### src/rtl/alu_share_arbiter.sv
// Round-robin share of one combinational ALU between two requesters, with
// registered operands and a valid/ready response. Optional macro ALU_PERF_CNT_EN adds perf counters.
module alu_share_arbiter #(
   parameter int WIDTH  = 8,
   parameter int FUNC_W = 4
) (
   input  logic              clk,
   input  logic              rst,
   input  logic [1:0]        req_valid,
   output logic [1:0]        req_ready,
   input  logic [WIDTH-1:0]  req0_a,
   input  logic [WIDTH-1:0]  req0_b,
   input  logic [FUNC_W-1:0] req0_func,
   input  logic [WIDTH-1:0]  req1_a,
   input  logic [WIDTH-1:0]  req1_b,
   input  logic [FUNC_W-1:0] req1_func,
   output logic [WIDTH-1:0]  alu_a,
   output logic [WIDTH-1:0]  alu_b,
   output logic [FUNC_W-1:0] alu_func,
   input  logic [WIDTH-1:0]  alu_res,
   input  logic              alu_zf,
   input  logic              alu_of,
   input  logic              alu_cf,
   input  logic              alu_sf,
   output logic [1:0]        rsp_valid,
   input  logic [1:0]        rsp_ready,
   output logic [WIDTH-1:0]  rsp_res,
   output logic [3:0]        rsp_flags,
   output logic              busy
`ifdef ALU_PERF_CNT_EN
   ,
   output logic [15:0]       perf_ops,
   output logic [15:0]       perf_conflicts
`endif
);

   localparam logic [1:0] ST_IDLE = 2'd0;
   localparam logic [1:0] ST_EXEC = 2'd1;
   localparam logic [1:0] ST_RESP = 2'd2;

   logic [1:0]        state_reg, state_next;
   logic              prio_reg;
   logic              owner_reg;
   logic [WIDTH-1:0]  alu_a_reg, alu_b_reg;
   logic [FUNC_W-1:0] alu_func_reg;
   logic [WIDTH-1:0]  rsp_res_reg;
   logic [3:0]        rsp_flags_reg;
   logic              grant;
   logic              accept;
   logic              rsp_done;

   // Contested requests go to prio_reg; otherwise the lone valid requester wins.
   always_comb begin
      grant = 1'b0;
      if (req_valid == 2'b11)
         grant = prio_reg;
      else if (req_valid[1])
         grant = 1'b1;
   end

   assign accept   = (state_reg == ST_IDLE) && (|req_valid) && !rst;
   assign rsp_done = (state_reg == ST_RESP) && rsp_ready[owner_reg];

   generate
      for (genvar gi = 0; gi < 2; gi++) begin : g_port
         localparam logic IDX = (gi == 1);
         assign req_ready[gi] = accept && (grant == IDX);
         assign rsp_valid[gi] = (state_reg == ST_RESP) && (owner_reg == IDX);
      end
   endgenerate

   always_comb begin
      state_next = state_reg;
      case (state_reg)
         ST_IDLE: if (accept)   state_next = ST_EXEC;
         ST_EXEC:               state_next = ST_RESP;
         ST_RESP: if (rsp_done) state_next = ST_IDLE;
         default:               state_next = ST_IDLE;
      endcase
   end

   always_ff @(posedge clk) begin
      if (rst) begin
         state_reg     <= ST_IDLE;
         prio_reg      <= 1'b0;
         owner_reg     <= 1'b0;
         alu_a_reg     <= '0;
         alu_b_reg     <= '0;
         alu_func_reg  <= '0;
         rsp_res_reg   <= '0;
         rsp_flags_reg <= '0;
      end else begin
         state_reg <= state_next;
         case (state_reg)
            ST_IDLE: begin
               if (accept) begin
                  alu_a_reg    <= grant ? req1_a    : req0_a;
                  alu_b_reg    <= grant ? req1_b    : req0_b;
                  alu_func_reg <= grant ? req1_func : req0_func;
                  owner_reg    <= grant;
                  prio_reg     <= ~grant;
               end
            end
            ST_EXEC: begin
               rsp_res_reg   <= alu_res;
               rsp_flags_reg <= {alu_zf, alu_of, alu_cf, alu_sf};
            end
            default: ;
         endcase
      end
   end

   assign alu_a     = alu_a_reg;
   assign alu_b     = alu_b_reg;
   assign alu_func  = alu_func_reg;
   assign rsp_res   = rsp_res_reg;
   assign rsp_flags = rsp_flags_reg;
   assign busy      = (state_reg != ST_IDLE);

`ifdef ALU_PERF_CNT_EN
   logic [15:0] perf_ops_reg, perf_conflicts_reg;

   // Saturating: counters stick at all-ones rather than wrapping.
   always_ff @(posedge clk) begin
      if (rst) begin
         perf_ops_reg       <= '0;
         perf_conflicts_reg <= '0;
      end else begin
         if (rsp_done && (perf_ops_reg != 16'hFFFF))
            perf_ops_reg <= perf_ops_reg + 16'd1;
         if (accept && (req_valid == 2'b11) && (perf_conflicts_reg != 16'hFFFF))
            perf_conflicts_reg <= perf_conflicts_reg + 16'd1;
      end
   end

   assign perf_ops       = perf_ops_reg;
   assign perf_conflicts = perf_conflicts_reg;
`endif

endmodule

### config.mk
export PLATFORM = sky130hd
export DESIGN_NAME = alu_share_arbiter
export DESIGN_NICKNAME = d
export VERILOG_FILES = /design/src/rtl/alu_share_arbiter.sv
export SDC_FILE = /design/constraint.sdc
export NUM_CORES = 1
export LEC_CHECK = 0
export BUFFER_PORTS_ARGS = -buffer_cell sky130_fd_sc_hd__buf_2
export CAP_MARGIN = 0
export CORE_MARGIN = 2
export CORE_UTILIZATION = 35
export DETAILED_ROUTE_END_ITERATION = 6
export PLACE_DENSITY = 0.69
export SLEW_MARGIN = 0
export SYNTH_ARGS = -nofsm -noshare
export SYNTH_HDL_FRONTEND = slang
export SYNTH_SLANG_ARGS = --single-unit
### constraint.sdc
create_clock -name clk -period 2.2 [get_ports clk]
set_clock_uncertainty 0.15 [all_clocks]
set_input_delay 0.33 -clock clk [delete_from_list [all_inputs] [get_ports clk]]
set_output_delay 0.33 -clock clk [all_outputs]
set_load 0.02 [all_outputs]
==> results.toml <==
[route]
vias_per_cell = 4.95
vias = 1464
avgRoutedWirePerCell_um = 13.1
drc = 0
detail_route.iter0.violations = 31
antenna_left = 0
drtPass1Iterations = 4
wirelength_mm = 3.86

[yosys]
share_of_the_yosys_chip_area_belonging_to_registers = 0.504
synth_ff_type = "sky130_fd_sc_hd__dfxtp_1"
yosys.area_share.simple = 0.225
post_synth_xor_area_fraction = 0
synth_compound_gate_area_share = 0.218
synth_mux_area_frac = 0.00701
ys_warn_count = 0
share_of_flip_flops_with_an_asynchronous_set_or_reset_after_synthesis = 0
netlist_instances = 151
syn-num-nets = 209
syn-cell-area_um2 = 1430
largest_family_of_logic_cells_by_synthesized_area = "simple AND/OR/NAND/NOR gates"
count_of_flip_flops_with_a_built_in_enable_after_synthesis = 0
synth_area_per_cell_um2 = 9.46
synthesis_stage_register_bit_count = 36
post_synth_fa_ha_maj_area_fraction = 0
ys_types = 29

[timing]
report.final.setup_viol = 0
grt_setup_unrepaired = "false"
total_count_of_max_transition_violations_in_the_final_report = 0
timing.slew.headroom = 0.685
fin_tns_setup_ns = 0
post-route-worst-setup-slack_ns = 0.260
max_slew.worst_pin.slew_ns = 0.473
whs_ns = 0.119
timing.final.crit_share = 0.882
final_critical_period_ns = 1.94
achievable-frequency_mhz = 515
hold_viol = 0

[die]
design.core.area_um2 = 3970
floorplan.initialDensity = 0.360
row_count = 23
chipHeight_um = 67.9
count_of_boundary_i_o_pins = 95
dieWidth_um = 67.9
die_area_um2 = 4610

[global_route]
grt_pass1_wl_mm = 5.75
antenna_violations_before_repair = 0
grt_use_total = 0.164
grt-ovfl-total = 0
grt_max_degree = 21
via_count_of_the_first_global_routing_pass = 1336

[worst_setup_path]
startpoint_type = "flop"
path_class = "reg -> out"
setup.worst_path.end_class = "output pin"
worstRegToRegCells = 4
arrival_ns = 1.46
path_max_fanout = 7
cp_data_required_time_ns = 1.72

[place]
placement.io_buffers = 94
hpwl_mm = 2.83
dp_cells = 289
preCtsSetupSlack_ns = 0.523
gp_congestion = 0.747
post_dp_cell_area_um2 = 1940

[cells_and_area]
fin_nets = 304
finalNonFillerCells = 296
antenna_diode_count = 0
layout.cells.most_common_list = "sky130_fd_sc_hd__buf_2, sky130_fd_sc_hd__dfxtp_1, sky130_fd_sc_hd__nand2_1"
utilization = 0.512
syn_to_final_growth_pct = 42.4
final_common_cell = "sky130_fd_sc_hd__buf_2"
stdcell_area_um2 = 2030
filler_cell_count = 398
drive_above_1_share = 0.443

[pwr]
peakVddDrop_v = 0.000394
cellPowerDensity_nw_per_um2 = 780
cellLeakagePower_nw = 1.06
fin_total_pwr_mw = 1.59

[clocking]
root_buffer = "sky130_fd_sc_hd__clkbuf_8"
worst_skew_pair.late_latency_ns = 0.28
cts_htree_levels = 2
tritoncts_clock_tree = "done"
clk_transition_reported_paths_ns = 0.07
cts_repair_resize_count = 0
cts_post_setup_buffers_inserted = 0
max-clock-path-buffers = 2
clock-sinks = 36
cts_made_buffers = 5
holdBufCountCts = 0

[min_path]
worst_hold_path.num_cells = 2
min_delay_path_class = "in -> reg"

[run_status]
outcome = "finished, final reports clean"

[job]
drv_cap = 0
==> logic make-up after synthesis <==
kind of cell	after synthesis
AOI/OAI and AO/OA	41
buffers and inverters	12
DFF	36
muxes	1
and+or+nand+nor	61
==> worst max-delay path, stage by stage (launching register included) <==
cell                      delay, ns
sky130_fd_sc_hd__dfxtp_1       0.36
sky130_fd_sc_hd__nor3_2        0.30
sky130_fd_sc_hd__and3_1        0.32
sky130_fd_sc_hd__buf_2         0.20
==> worst paths after layout <==
check / start / end / slack (ns)
worst max register to register: prio_reg / alu_a[3] / 0.58
worst min-delay path: req1_b[2] / alu_b[2] / 0.12
worst max-delay path: state_reg[1] / req_ready[1] / 0.26
worst min register to register: rsp_res[2] / rsp_res[2] / 0.30
==> report_power, final <==
part	internal, mW	switching (mW)	total (mW)
sequential	0.712	0.0343	0.747
clock	0.279	0.214	0.492
combinational	0.145	0.202	0.347
==> cells in the mapped netlist (2+ instances only) <==
cell,instances,area [µm²]
sky130_fd_sc_hd__nor2_1,2,7.51
sky130_fd_sc_hd__buf_6,2,22.5
sky130_fd_sc_hd__o21ai_0,3,15.0
sky130_fd_sc_hd__nand2_1,24,90.1
sky130_fd_sc_hd__a221o_1,17,170
sky130_fd_sc_hd__and3_1,18,113
sky130_fd_sc_hd__a31oi_1,3,18.8
sky130_fd_sc_hd__clkbuf_1,7,26.3
sky130_fd_sc_hd__dfxtp_1,36,721
sky130_fd_sc_hd__nor3_1,2,10.0
sky130_fd_sc_hd__nand4_1,3,18.8
sky130_fd_sc_hd__a21oi_1,15,75.1
sky130_fd_sc_hd__nand3_1,3,15.0
==> metal layers <==
layer / up-vias / global-route usage / routed length [µm]
met1: 676 / 0.188 / 1650
met5: - / 0 / 0
li1: 745 / - / -
met4: 0 / 0.0550 / 0
met3: 0 / 0.0428 / 208
met2: 43 / 0.297 / 2010
==> area by class of cell <==
type,instances,area (µm²),share of cell area
clock buffers,7,96.3,0.0474
inverters,1,3.75,0.00185
multi-input cells,103,643,0.316
flip-flops and latches,36,721,0.354
well taps,50,62.6,0.0308
repair buffers,99,508,0.250
(Power assumes the default switching activity.)
